`src/rtl/matvec_sched_pkg.sv`:
```
// Shared types and sizing helpers for the matvec engine scheduler slice.
package matvec_sched_pkg;

    localparam int DEF_NUM_REQ    = 4;
    localparam int DEF_MAX_ROWS   = 64;
    localparam int DEF_MAX_COLS   = 64;
    localparam int DEF_BANDWIDTH  = 16;
    localparam int DEF_DATA_WIDTH = 16;
    localparam int DEF_ADDR_W     = 14;

    // Counts need one extra bit so that the full MAX value itself is representable.
    function automatic int cnt_w(input int max_v);
        return $clog2(max_v) + 1;
    endfunction

    function automatic int idx_w(input int n);
        return (n > 1) ? $clog2(n) : 1;
    endfunction

    localparam int ROW_W = cnt_w(DEF_MAX_ROWS);
    localparam int COL_W = cnt_w(DEF_MAX_COLS);
    localparam int TAG_W = idx_w(DEF_NUM_REQ);

    typedef enum logic [5:0] {
        S_IDLE  = 6'b000001,
        S_GRANT = 6'b000010,
        S_START = 6'b000100,
        S_VLOAD = 6'b001000,
        S_RUN   = 6'b010000,
        S_DRAIN = 6'b100000
    } state_t;

endpackage

```
`src/rtl/matvec_scheduler_if.sv`:
```
// Engine and weight-SRAM side of the scheduler: master = scheduler, slave = engine/SRAM.
interface matvec_scheduler_if
    import matvec_sched_pkg::*;
#(
    parameter int MAX_ROWS   = DEF_MAX_ROWS,
    parameter int MAX_COLS   = DEF_MAX_COLS,
    parameter int BANDWIDTH  = DEF_BANDWIDTH,
    parameter int DATA_WIDTH = DEF_DATA_WIDTH,
    parameter int ADDR_W     = DEF_ADDR_W
) ();
    localparam int RW      = cnt_w(MAX_ROWS);
    localparam int CW      = cnt_w(MAX_COLS);
    localparam int VADDR_W = $clog2(MAX_COLS);
    localparam int MADDR_W = $clog2(MAX_ROWS * MAX_COLS);

    logic                            eng_start;
    logic [RW-1:0]                   eng_num_rows;
    logic [CW-1:0]                   eng_num_cols;
    logic                            eng_vec_we;
    logic [VADDR_W-1:0]              eng_vec_addr;
    logic [DATA_WIDTH*BANDWIDTH-1:0] eng_vec_data;
    logic [MADDR_W-1:0]              eng_matrix_addr;
    logic                            eng_matrix_enable;
    logic [2*DATA_WIDTH-1:0]         eng_result;
    logic                            eng_result_valid;
    logic                            eng_busy;
    logic [ADDR_W-1:0]               mem_addr;
    logic                            mem_enable;

    modport master (
        output eng_start, eng_num_rows, eng_num_cols, eng_vec_we, eng_vec_addr, eng_vec_data,
        output mem_addr, mem_enable,
        input  eng_matrix_addr, eng_matrix_enable, eng_result, eng_result_valid, eng_busy
    );

    modport slave (
        input  eng_start, eng_num_rows, eng_num_cols, eng_vec_we, eng_vec_addr, eng_vec_data,
        input  mem_addr, mem_enable,
        output eng_matrix_addr, eng_matrix_enable, eng_result, eng_result_valid, eng_busy
    );

endinterface

```
`src/rtl/matvec_scheduler_rr_arbiter.sv`:
```
// Round-robin pick: first asserted request at or after ptr, wrapping around.
module rr_arbiter
    import matvec_sched_pkg::*;
#(
    parameter  int NUM_REQ = DEF_NUM_REQ,
    localparam int IDX_W   = idx_w(NUM_REQ)
) (
    input  logic [NUM_REQ-1:0] req,
    input  logic [IDX_W-1:0]   ptr,
    output logic [NUM_REQ-1:0] grant,
    output logic [IDX_W-1:0]   idx,
    output logic               any
);

    logic [IDX_W-1:0] cand_s;

    // Scan from ptr upward; the first hit wins and masks the rest.
    always_comb begin
        grant  = '0;
        idx    = '0;
        any    = 1'b0;
        cand_s = '0;
        for (int i = 0; i < NUM_REQ; i++) begin
            cand_s = IDX_W'((int'(ptr) + i) % NUM_REQ);
            if (!any && req[cand_s]) begin
                any           = 1'b1;
                idx           = cand_s;
                grant[cand_s] = 1'b1;
            end else begin
                any = any;
            end
        end
    end

endmodule

```
`src/rtl/matvec_scheduler.sv`:
```
// Shares one matvec engine among NUM_REQ requesters: grant, descriptor check, vector load, result tagging.
module matvec_scheduler
    import matvec_sched_pkg::*;
#(
    parameter  int NUM_REQ    = DEF_NUM_REQ,
    parameter  int MAX_ROWS   = DEF_MAX_ROWS,
    parameter  int MAX_COLS   = DEF_MAX_COLS,
    parameter  int BANDWIDTH  = DEF_BANDWIDTH,
    parameter  int DATA_WIDTH = DEF_DATA_WIDTH,
    parameter  int ADDR_W     = DEF_ADDR_W,
    localparam int RW         = cnt_w(MAX_ROWS),
    localparam int CW         = cnt_w(MAX_COLS),
    localparam int TW         = idx_w(NUM_REQ),
    localparam int RIDX_W     = $clog2(MAX_ROWS),
    localparam int VADDR_W    = $clog2(MAX_COLS)
) (
    input  logic                            clk,
    input  logic                            rst_n,
    input  logic [NUM_REQ-1:0]              req,
    input  logic [NUM_REQ*RW-1:0]           job_rows,
    input  logic [NUM_REQ*CW-1:0]           job_cols,
    input  logic [NUM_REQ*ADDR_W-1:0]       job_base,
    output logic [NUM_REQ-1:0]              gnt,
    output logic [NUM_REQ-1:0]              done,
    output logic [NUM_REQ-1:0]              err,
    input  logic                            vec_valid,
    input  logic [DATA_WIDTH*BANDWIDTH-1:0] vec_data,
    output logic                            vec_ready,
    matvec_scheduler_if.master              eng,
    output logic                            res_valid,
    output logic [2*DATA_WIDTH-1:0]         res_data,
    output logic [TW-1:0]                   res_tag,
    output logic [RIDX_W-1:0]               res_row,
    output logic                            busy
);

    state_t                  state_r;
    logic [TW-1:0]           rr_ptr_r;
    logic [TW-1:0]           owner_r;
    logic [NUM_REQ-1:0]      owner_oh_r;
    logic [NUM_REQ-1:0]      done_r;
    logic [NUM_REQ-1:0]      err_r;
    logic [RW-1:0]           rows_r;
    logic [CW-1:0]           cols_r;
    logic [ADDR_W-1:0]       base_r;
    logic [VADDR_W-1:0]      vec_addr_r;
    logic [RIDX_W-1:0]       row_cnt_r;
    logic [RW-1:0]           num_rows_r;
    logic [CW-1:0]           num_cols_r;
    logic                    res_valid_r;
    logic [2*DATA_WIDTH-1:0] res_data_r;
    logic [TW-1:0]           res_tag_r;
    logic [RIDX_W-1:0]       res_row_r;

    logic [NUM_REQ-1:0]      arb_grant_s;
    logic [TW-1:0]           arb_idx_s;
    logic                    arb_any_s;
    logic                    desc_bad_s;
    logic                    last_chunk_s;
    logic                    last_row_s;

    rr_arbiter #(.NUM_REQ(NUM_REQ)) u_arb (
        .req   (req),
        .ptr   (rr_ptr_r),
        .grant (arb_grant_s),
        .idx   (arb_idx_s),
        .any   (arb_any_s)
    );

    assign desc_bad_s   = (rows_r == '0) || (cols_r == '0) ||
                          (rows_r > RW'(MAX_ROWS)) || (cols_r > CW'(MAX_COLS));
    // Current chunk is the last one once it covers the remaining columns.
    assign last_chunk_s = (CW'(vec_addr_r) + CW'(BANDWIDTH)) >= cols_r;
    assign last_row_s   = (RW'(row_cnt_r) + RW'(1)) == rows_r;

    assign gnt           = (state_r == S_GRANT) ? owner_oh_r : '0;
    assign done          = done_r;
    assign err           = err_r;
    assign vec_ready     = (state_r == S_VLOAD);
    assign busy          = (state_r != S_IDLE);
    assign res_valid     = res_valid_r;
    assign res_data      = res_data_r;
    assign res_tag       = res_tag_r;
    assign res_row       = res_row_r;

    assign eng.eng_start    = (state_r == S_START);
    assign eng.eng_num_rows = num_rows_r;
    assign eng.eng_num_cols = num_cols_r;
    assign eng.eng_vec_we   = vec_ready && vec_valid;
    assign eng.eng_vec_addr = vec_addr_r;
    assign eng.eng_vec_data = vec_data;
    assign eng.mem_addr     = base_r + ADDR_W'(eng.eng_matrix_addr);
    assign eng.mem_enable   = eng.eng_matrix_enable;

    // Job sequencing FSM together with its counters and the registered result port.
    always_ff @(posedge clk) begin
        if (!rst_n) begin
            state_r     <= S_IDLE;
            rr_ptr_r    <= '0;
            owner_r     <= '0;
            owner_oh_r  <= '0;
            done_r      <= '0;
            err_r       <= '0;
            rows_r      <= '0;
            cols_r      <= '0;
            base_r      <= '0;
            vec_addr_r  <= '0;
            row_cnt_r   <= '0;
            num_rows_r  <= '0;
            num_cols_r  <= '0;
            res_valid_r <= 1'b0;
            res_data_r  <= '0;
            res_tag_r   <= '0;
            res_row_r   <= '0;
        end else begin
            done_r      <= '0;
            err_r       <= '0;
            res_valid_r <= 1'b0;
            case (state_r)
                S_IDLE: begin
                    if (arb_any_s) begin
                        owner_r    <= arb_idx_s;
                        owner_oh_r <= arb_grant_s;
                        rows_r     <= job_rows[int'(arb_idx_s)*RW +: RW];
                        cols_r     <= job_cols[int'(arb_idx_s)*CW +: CW];
                        base_r     <= job_base[int'(arb_idx_s)*ADDR_W +: ADDR_W];
                        state_r    <= S_GRANT;
                    end
                end
                S_GRANT: begin
                    rr_ptr_r <= (owner_r == TW'(NUM_REQ - 1)) ? '0 : owner_r + TW'(1);
                    if (desc_bad_s) begin
                        err_r   <= owner_oh_r;
                        state_r <= S_IDLE;
                    end else begin
                        num_rows_r <= rows_r;
                        num_cols_r <= cols_r;
                        state_r    <= S_START;
                    end
                end
                S_START: begin
                    vec_addr_r <= '0;
                    row_cnt_r  <= '0;
                    state_r    <= S_VLOAD;
                end
                S_VLOAD: begin
                    if (vec_valid) begin
                        if (last_chunk_s) begin
                            state_r <= S_RUN;
                        end else begin
                            vec_addr_r <= vec_addr_r + VADDR_W'(BANDWIDTH);
                        end
                    end
                end
                S_RUN: begin
                    if (eng.eng_result_valid) begin
                        res_valid_r <= 1'b1;
                        res_data_r  <= eng.eng_result;
                        res_tag_r   <= owner_r;
                        res_row_r   <= row_cnt_r;
                        row_cnt_r   <= row_cnt_r + RIDX_W'(1);
                        if (last_row_s) begin
                            state_r <= S_DRAIN;
                        end
                    end
                end
                S_DRAIN: begin
                    if (!eng.eng_busy) begin
                        done_r  <= owner_oh_r;
                        state_r <= S_IDLE;
                    end
                end
                default: state_r <= S_IDLE;
            endcase
        end
    end

endmodule

```
`src/flat_wrapper.sv`:
```
// flat-port wrapper written by rule: the top's interface ports become plain ports
module matvec_scheduler_flat import matvec_sched_pkg::*;
#(
    parameter  int NUM_REQ    = DEF_NUM_REQ,
    parameter  int MAX_ROWS   = DEF_MAX_ROWS,
    parameter  int MAX_COLS   = DEF_MAX_COLS,
    parameter  int BANDWIDTH  = DEF_BANDWIDTH,
    parameter  int DATA_WIDTH = DEF_DATA_WIDTH,
    parameter  int ADDR_W     = DEF_ADDR_W,
    localparam int RW         = cnt_w(MAX_ROWS),
    localparam int CW         = cnt_w(MAX_COLS),
    localparam int TW         = idx_w(NUM_REQ),
    localparam int RIDX_W     = $clog2(MAX_ROWS),
    localparam int VADDR_W    = $clog2(MAX_COLS)
)
  (clk, rst_n, req, job_rows, job_cols, job_base, gnt, done, err, vec_valid, vec_data, vec_ready, res_valid, res_data, res_tag, res_row, busy, eng_eng_start, eng_eng_num_rows, eng_eng_num_cols, eng_eng_vec_we, eng_eng_vec_addr, eng_eng_vec_data, eng_mem_addr, eng_mem_enable, eng_eng_matrix_addr, eng_eng_matrix_enable, eng_eng_result, eng_eng_result_valid, eng_eng_busy);
  matvec_scheduler_if #(.MAX_ROWS(MAX_ROWS), .MAX_COLS(MAX_COLS), .BANDWIDTH(BANDWIDTH), .DATA_WIDTH(DATA_WIDTH), .ADDR_W(ADDR_W)) eng_i ();
  input  logic clk;
  input  logic rst_n;
  input  logic [NUM_REQ-1:0] req;
  input  logic [NUM_REQ*RW-1:0] job_rows;
  input  logic [NUM_REQ*CW-1:0] job_cols;
  input  logic [NUM_REQ*ADDR_W-1:0] job_base;
  output logic [NUM_REQ-1:0] gnt;
  output logic [NUM_REQ-1:0] done;
  output logic [NUM_REQ-1:0] err;
  input  logic vec_valid;
  input  logic [DATA_WIDTH*BANDWIDTH-1:0] vec_data;
  output logic vec_ready;
  output logic res_valid;
  output logic [2*DATA_WIDTH-1:0] res_data;
  output logic [TW-1:0] res_tag;
  output logic [RIDX_W-1:0] res_row;
  output logic busy;
  output wire logic [$bits(eng_i.eng_start)-1:0] eng_eng_start;
  output wire logic [$bits(eng_i.eng_num_rows)-1:0] eng_eng_num_rows;
  output wire logic [$bits(eng_i.eng_num_cols)-1:0] eng_eng_num_cols;
  output wire logic [$bits(eng_i.eng_vec_we)-1:0] eng_eng_vec_we;
  output wire logic [$bits(eng_i.eng_vec_addr)-1:0] eng_eng_vec_addr;
  output wire logic [$bits(eng_i.eng_vec_data)-1:0] eng_eng_vec_data;
  output wire logic [$bits(eng_i.mem_addr)-1:0] eng_mem_addr;
  output wire logic [$bits(eng_i.mem_enable)-1:0] eng_mem_enable;
  input wire logic [$bits(eng_i.eng_matrix_addr)-1:0] eng_eng_matrix_addr;
  input wire logic [$bits(eng_i.eng_matrix_enable)-1:0] eng_eng_matrix_enable;
  input wire logic [$bits(eng_i.eng_result)-1:0] eng_eng_result;
  input wire logic [$bits(eng_i.eng_result_valid)-1:0] eng_eng_result_valid;
  input wire logic [$bits(eng_i.eng_busy)-1:0] eng_eng_busy;
  assign eng_eng_start = eng_i.eng_start;
  assign eng_eng_num_rows = eng_i.eng_num_rows;
  assign eng_eng_num_cols = eng_i.eng_num_cols;
  assign eng_eng_vec_we = eng_i.eng_vec_we;
  assign eng_eng_vec_addr = eng_i.eng_vec_addr;
  assign eng_eng_vec_data = eng_i.eng_vec_data;
  assign eng_mem_addr = eng_i.mem_addr;
  assign eng_mem_enable = eng_i.mem_enable;
  assign eng_i.eng_matrix_addr = eng_eng_matrix_addr;
  assign eng_i.eng_matrix_enable = eng_eng_matrix_enable;
  assign eng_i.eng_result = eng_eng_result;
  assign eng_i.eng_result_valid = eng_eng_result_valid;
  assign eng_i.eng_busy = eng_eng_busy;
  matvec_scheduler #(.NUM_REQ(NUM_REQ), .MAX_ROWS(MAX_ROWS), .MAX_COLS(MAX_COLS), .BANDWIDTH(BANDWIDTH), .DATA_WIDTH(DATA_WIDTH), .ADDR_W(ADDR_W)) u_core (.clk(clk), .rst_n(rst_n), .req(req), .job_rows(job_rows), .job_cols(job_cols), .job_base(job_base), .gnt(gnt), .done(done), .err(err), .vec_valid(vec_valid), .vec_data(vec_data), .vec_ready(vec_ready), .eng(eng_i), .res_valid(res_valid), .res_data(res_data), .res_tag(res_tag), .res_row(res_row), .busy(busy));
endmodule
```
`config.mk`:
```
export PLATFORM = sky130hd
export DESIGN_NAME = matvec_scheduler_flat
export DESIGN_NICKNAME = d
export VERILOG_FILES = /design/src/rtl/matvec_sched_pkg.sv /design/src/rtl/matvec_scheduler_if.sv /design/src/rtl/matvec_scheduler_rr_arbiter.sv /design/src/rtl/matvec_scheduler.sv /design/src/flat_wrapper.sv
export SDC_FILE = /design/constraint.sdc
export NUM_CORES = 1
export LEC_CHECK = 0
export CAP_MARGIN = 20
export CORE_AREA = 8 8 294 296
export CTS_CLUSTER_SIZE = 8
export DETAILED_ROUTE_END_ITERATION = 16
export DIE_AREA = 0 0 302 304
export MAX_ROUTING_LAYER = met4
export SLEW_MARGIN = 10
export SYNTH_ARGS = -nofsm -noshare
export SYNTH_HDL_FRONTEND = slang
export SYNTH_SLANG_ARGS = --single-unit
```
`constraint.sdc`:
```
create_clock -name clk -period 5.6 [get_ports clk]
set_input_delay 1.12 -clock clk [delete_from_list [all_inputs] [get_ports clk]]
set_output_delay 1.12 -clock clk [all_outputs]
set_load 0.01 [all_outputs]
```
==> impl_metrics.json, run 1 <==
{
  "cts.sinks": 113,
  "async_reset_ff_share_pct": 0,
  "hp-class": "reg -> reg",
  "rsz0062_at_grt": "false",
  "min-delay-start": "u_core.res_data[14]$_SDFFE_PN0P_",
  "required_ns": 4.48,
  "root_buffer": "clkbuf_16",
  "vias": 6995,
  "setup_violations": 0,
  "setup_slack_ns": 0.270,
  "ant_nets": 0,
  "ir_worst_vdd_v": 0.000209,
  "fin_crit_sh_pct": 95.2,
  "leakagePower_nw": 3.87,
  "ys_seq_area_share_pct": 26.1,
  "grt_pass1_vias": 7390,
  "finalWeightedCongestion": 0.765,
  "grt_pass1_wl_um": 52900,
  "firstDrtPassIters": 7,
  "cts_tree": "yes",
  "startpoint_type": "input pin",
  "synth_top_family_by_area": "buffers and inverters",
  "routed_wl_um": 38700,
  "fin_crit_ns": 5.33,
  "grt.total_usage_pct": 8.40,
  "yosys_most_used_dff": "dfxtp_1",
  "path_buf_inv": 3,
  "post_cts_resized": 0,
  "grt_max_degree": 66,
  "endpoint": "eng_mem_addr[12]",
  "wire_per_inst_um": 18.6,
  "synthCells": 1010,
  "die_h_um": 304,
  "p_per_area_nw_per_um2": 291,
  "clkLatencyLatePin_ns": 0.46,
  "synth_common_cells": "buf_4 (265), dfxtp_1 (113), nand2_1 (109)",
  "synth_edf_count": 0,
  "m1WireLength_um": 16000,
  "cts_setup_buffers": 0,
  "route.met3.wl_um": 4470,
  "cts_buffer_depth": 2,
  "drive_gt1_share_pct": 10.2,
  "yosysTopAreaCell": "dfxtp_1",
  "route.met2.wl_um": 16200,
  "synth-compound-area-share_pct": 17.8,
  "row_count": 105,
  "synth_area_um2": 8660,
  "status": "complete, no violations",
  "utilization_pct": 13.6,
  "cp_top_family": "compound AO/OA/AOI/OAI gates",
  "hold_viol": 0,
  "area_growth_pct": 27.8,
  "cp_common_cell": "clkdlybuf4s50_1",
  "drtIter0Drc": 373,
  "start_util_pct": 10.6,
  "critPathArrivalTime_ns": 4.21,
  "cp_max_fo": 3,
  "die_area_um2": 91800,
  "cp.depth": 12,
  "io_buffers": 251,
  "io_pins": 770,
  "synth_seq_cells": 113,
  "fill_cells": 9360,
  "timing_worst_slew_pin_value_ns": 1.03,
  "r2r_slack_ns": 1.65,
  "overflow": 0,
  "vias_per_cell": 3.37,
  "rr_worst_depth": 10,
  "synth-xor-area-share_pct": 1.72,
  "r2r_end": "u_core.cols_r[6]$_SDFFE_PN0P_",
  "yosys-top-cells-area": "dfxtp_1 (26%), buf_4 (23%), mux2i_1 (6.9%), nand2_1 (4.7%), ha_1 (3.8%)",
  "clk_pin_slew_worst_paths_ns": 0.06,
  "core_um2": 81600,
  "fmax_mhz": 188,
  "max_stage_delay_ns": 0.61,
  "slowest_stage": "o31ai_1",
  "drv_slew": 0,
  "synth_cell_types": 67,
  "clock_skew_ns": 0.0131,
  "crit_start": "eng_eng_matrix_addr[0]",
  "synth_warnings": 0,
  "fp.dieW_um": 302,
  "synth_simple_gate_area_share_pct": 13.9,
  "drc": 0,
  "cts_max_level": 4,
  "layout.nets": 1438,
  "path_cells": "clkdlybuf4s50_1 > ha_1 > inv_1 > fa_1 > nor2b_1 > o21ai_0 > a21boi_1 > o31ai_1 > a211oi_2 > mux2_2 > nand3_1 > clkdlybuf4s50_1",
  "path_class": "in -> out",
  "grt_antenna_before_repair": 2,
  "place_ws_ns": 0.0834,
  "tns_ns": 0,
  "numCtsBuffers": 17,
  "synth_area_per_cell_um2": 8.58,
  "synth_top_area_share_pct": 26.1,
  "synthAdderAreaFrac_pct": 3.99,
  "relSlewSlack_pct": 30.8,
  "synth_most_common_cell": "buf_4",
  "dp_hpwl_um": 31900,
  "cts_hold_buf": 0,
  "end_kind": "output pin",
  "top_layer": "met4",
  "cap_violations": 0,
  "timing.rr.start": "u_core.rr_ptr_r[1]$_SDFFE_PN0N_",
  "synthMuxAreaShare_pct": 10.1
}
## worst min-delay path by stage
stage | end | cells after the start
after floorplan | u_core.base_r[0]$_SDFFE_PN0P_ | 1
final | u_core.res_data[14]$_SDFFE_PN0P_ | 2
after global placement | u_core.res_data[11]$_SDFFE_PN0P_ | 2
after detailed placement | u_core.res_data[14]$_SDFFE_PN0P_ | 2
after global routing | u_core.res_data[9]$_SDFFE_PN0P_ | 2
after CTS | u_core.res_data[14]$_SDFFE_PN0P_ | 2
## cells by family after synthesis
| family | count (synthesis) |
|---|---|
| AO/OA/AOI/OAI | 199 |
| other | 1 |
| XOR/XNOR | 17 |
| flip-flops | 113 |
| AND/OR/NAND/NOR | 242 |
| multiplexers | 81 |
| buffers and inverters | 330 |
| adder cells (fa/ha/maj) | 27 |
## cell type report
| type | instances | area, um^2 | share of cell area [%] |
|---|---|---|---|
| multi-input combinational | 570 | 4150 | 37.5 |
| timing repair buffer | 271 | 2660 | 24.0 |
| sequential | 113 | 2260 | 20.4 |
| tap | 1070 | 1340 | 12.1 |
| clock buffer | 17 | 425 | 3.84 |
| clock inverter | 15 | 166 | 1.50 |
| inverter | 16 | 60.1 | 0.542 |
| antenna | 3 | 7.51 | 0.0678 |
## state kept, by name (all words and copies together) (netlist names)
signal                   count
u_core.base_r               14
u_core.cols_r                7
u_core.done                  4
u_core.eng.eng_num_cols      7
u_core.eng.eng_num_rows      7
u_core.eng.eng_vec_addr      2
u_core.err                   4
u_core.owner_oh_r            4
u_core.owner_r               2
u_core.res_data             32
u_core.res_row               6
u_core.res_tag               2
u_core.res_valid             1
u_core.row_cnt_r             6
u_core.rows_r                7
u_core.rr_ptr_r              2
u_core.state_r               6
## report_power, final
part	total [mW]	switching [mW]	internal, mW
clock network	1.15	0.516	0.632
registers	0.969	0.0953	0.874
logic	1.11	0.579	0.531
total	3.23	1.19	2.04
## placed cells by master, fill, tap and decap left out, drive strengths merged, types with 5 or more instances in the layout
cell type,netlist,final
a222oi,16,16
a21boi,44,44
clkbuf,25,17
a221oi,12,12
mux2i,60,60
nor3,9,9
a211oi,13,13
a31oi,6,6
xor2,8,8
a211o,10,10
a22oi,5,5
o21ai,30,30
nor3b,8,8
o211a,5,5
clkdlybuf4s50,0,250
xnor2,9,9
ha,26,26
nand2,109,109
mux2,18,18
o21a,14,14
buf,289,21
nor2b,29,29
dfxtp,113,113
a21oi,18,18
nand2b,5,5
inv,16,25
nand3,9,9
and2,20,20
a2bb2oi,7,7
nor2,34,34
## tightest hold or removal path: stages, from the launching register on
cell and delay (ns):
dfxtp_1 0.31, nand2_1 0.05, a21boi_1 0.05
## stage by stage
step           total power [mW]  instances  hold WS [ns]  instance area, um^2
3_5_place_dp               2.12       2040         0.445                10500
2_1_floorplan              1.74       1013         0.440                 8670
6_report                   3.23       2075         0.450                11100
4_1_cts                    3.33       2072         0.455                11100
5_1_grt                    3.44       2073         0.473                11100
3_3_place_gp               2.12       2040         0.441                10500
## per-layer routing
metal  up-vias  global-route usage, %
met2       506                   12.1
met5         -                      -
met4         0                   4.77
li1       3203                      -
met3       129                   4.39
met1      3157                   9.21
Power figures use the tool's default switching activity.
==> inputs of run 2 (changes only) <==
Settings changed: SETUP_SLACK_MARGIN set to 0.3, SLEW_MARGIN 10 to 5.
==> run 2 against run 1 <==
Worst hold slack hardly changed. Clock-buffer cell count did not move. Global-route usage about the same. Power grew 0.19%. Via count increased by 0.59%. Sequential share of layout area is essentially flat. Die area stayed put. Critical endpoint is now eng_mem_addr[13]. Largest cell class unchanged.
==> impl_metrics.json, run 2 (synthesis results as in run 1) <==
{
  "die_h_um": 304,
  "hold_ws_ns": 0.450,
  "hold_viol": 0,
  "row_count": 105,
  "core_um2": 81600,
  "setup_slack_ns": 0.421,
  "grt_max_degree": 66,
  "routed_wl_um": 38700,
  "cts_tree": "yes",
  "clockPowerShare_pct": 35.5,
  "leakagePower_nw": 3.88,
  "p_per_area_nw_per_um2": 292,
  "internal_power_mw": 2.04,
  "cts_max_level": 4,
  "start_util_pct": 10.6,
  "io_buffers": 251,
  "hp-class": "reg -> reg",
  "place_ws_ns": 0.0834,
  "wire_per_inst_um": 18.7,
  "final_cell_mix": "clkdlybuf4s50_1 (249), dfxtp_1 (113), nand2_1 (108)",
  "timing.rr.start": "u_core.rr_ptr_r[1]$_SDFFE_PN0N_",
  "required_ns": 4.48,
  "finalWeightedCongestion": 0.765,
  "drive_gt1_share_pct": 10.5,
  "layout.nets": 1439,
  "startpoint_type": "input pin",
  "end_kind": "output pin",
  "clkLatencyLatePin_ns": 0.46,
  "cp_max_fo": 3,
  "switchingPower_mw": 1.20,
  "power_mw": 3.23,
  "numCtsBuffers": 17,
  "drv_slew": 0,
  "cts_hold_buf": 0,
  "firstDrtPassIters": 6,
  "finalNonFillerCells": 2075,
  "cts_buffer_depth": 2,
  "rsz0062_at_grt": "true",
  "fin_crit_ns": 5.18,
  "drtIter0Drc": 328,
  "largest_reg_flops": 32,
  "vias_per_cell": 3.39,
  "io_pins": 770,
  "vias": 7036,
  "relSlewSlack_pct": 31.1,
  "status": "complete, no violations",
  "ir_worst_vdd_v": 0.000210,
  "grt_pass1_vias": 7388,
  "cts.sinks": 113,
  "fmax_mhz": 193,
  "slowest_stage": "clkdlybuf4s50_1",
  "crit_start": "eng_eng_matrix_addr[1]",
  "drc": 0,
  "tns_ns": 0,
  "path_class": "in -> out",
  "overflow": 0,
  "critPathArrivalTime_ns": 4.06,
  "grt.total_usage_pct": 8.40,
  "min-delay-start": "u_core.res_data[14]$_SDFFE_PN0P_",
  "fin_crit_sh_pct": 92.5,
  "clk_pin_slew_worst_paths_ns": 0.06,
  "mostFrequentLayoutCell": "clkdlybuf4s50_1",
  "dp_hpwl_um": 31900,
  "path_cells": "clkdlybuf4s50_1 > ha_1 > a21o_1 > a21oi_1 > o31ai_1 > buf_4 > nand2_1 > a211o_1 > and4b_1 > a2111o_1 > clkdlybuf4s50_1",
  "timing_worst_slew_pin_value_ns": 1.03,
  "cp_common_cell": "clkdlybuf4s50_1",
  "die_area_um2": 91800,
  "grt_pass1_wl_um": 52900,
  "ant_nets": 0,
  "seqPwrFrac_pct": 30.0,
  "fill_cells": 9357,
  "area_growth_pct": 28.0,
  "max_stage_delay_ns": 0.49,
  "grt_antenna_before_repair": 2,
  "cap_violations": 0,
  "p_comb_share_pct": 34.5,
  "switching_share_pct": 37.0,
  "setup_violations": 0,
  "fp.dieW_um": 302,
  "root_buffer": "clkbuf_16",
  "dp_cells": 2040,
  "clock_skew_ns": 0.0134
}
-- run 2: cell types whose count changed in the layout (fill, tap and decap cells not counted) --
cell,delta
a21boi_1,-1
a21boi_2,+1
buf_4,+1
clkdlybuf4s50_1,-1
diode_2,-1
dlymetal6s2s_1,+1
o31ai_1,-1
o31ai_2,+1
-- run 2: power groups by stage --
stage          Sequential, mW  Combinational, mW  Clock (mW)
2_1_floorplan           0.934              0.807           0
4_1_cts                 0.973               1.14        1.22
3_5_place_dp            0.991               1.13           0
3_3_place_gp            0.991               1.13           0
6_report                0.969               1.12        1.15
5_1_grt                 0.982               1.21        1.24
-- run 2: metrics by stage --
stage,util [%],cell area (um^2)
3_5_place_dp,12.8,10500
3_3_place_gp,12.8,10500
5_1_grt,13.6,11100
6_report,13.6,11100
2_1_floorplan,-,8670
4_1_cts,13.6,11100
-- run 2: repair_timing --
item | in CTS | in global routing
pin swaps | 1 | 2
gates resized for setup | 3 | 2
gates cloned | 0 | 0
endpoints found under the setup margin | 1 | 1
buffers inserted | 0 | 1
-- run 2: worst paths after layout --
kind / slack [ns] / cells after the start / end
setup reg to reg: 1.67 / 10 / u_core.cols_r[6]$_SDFFE_PN0P_
hold / removal: 0.45 / 2 / u_core.res_data[14]$_SDFFE_PN0P_
setup / recovery: 0.42 / 11 / eng_mem_addr[13]
hold reg to reg: 0.45 / 2 / u_core.res_data[14]$_SDFFE_PN0P_
-- run 2: routing by layer --
metal | track usage (%) | vias to the layer above | part of all wire [%]
met2 | 12.1 | 510 | 42
met5 | - | - | 0
met3 | 4.39 | 130 | 11
met1 | 9.21 | 3195 | 42
li1 | - | 3201 | -
met4 | 4.68 | 0 | 5.0
-- run 2: layout make-up --
class                      instances  area, um^2  share of cell area, %
inverter                          16        60.1                  0.542
clock buffer                      17         425                   3.84
clock inverter                    15         166                   1.50
antenna                            2        5.00                 0.0451
multi-input combinational        570        4160                   37.5
tap                             1070        1340                   12.1
sequential                       113        2260                   20.4
timing repair buffer             272        2670                   24.1
-- run 2: worst max-delay path: cells and delay by family --
family,cells,cell delay (ns)
simple gates,2,0.25
fa+ha+maj,1,0.29
compound gates,5,1.30
buf+inv,3,1.11
==> inputs of run 3 (changes only) <==
Settings changed: CTS_CLUSTER_SIZE 8 to 14.
==> results of run 3 <==
The final DEF is identical to that of run 2; final timing and power are the same.
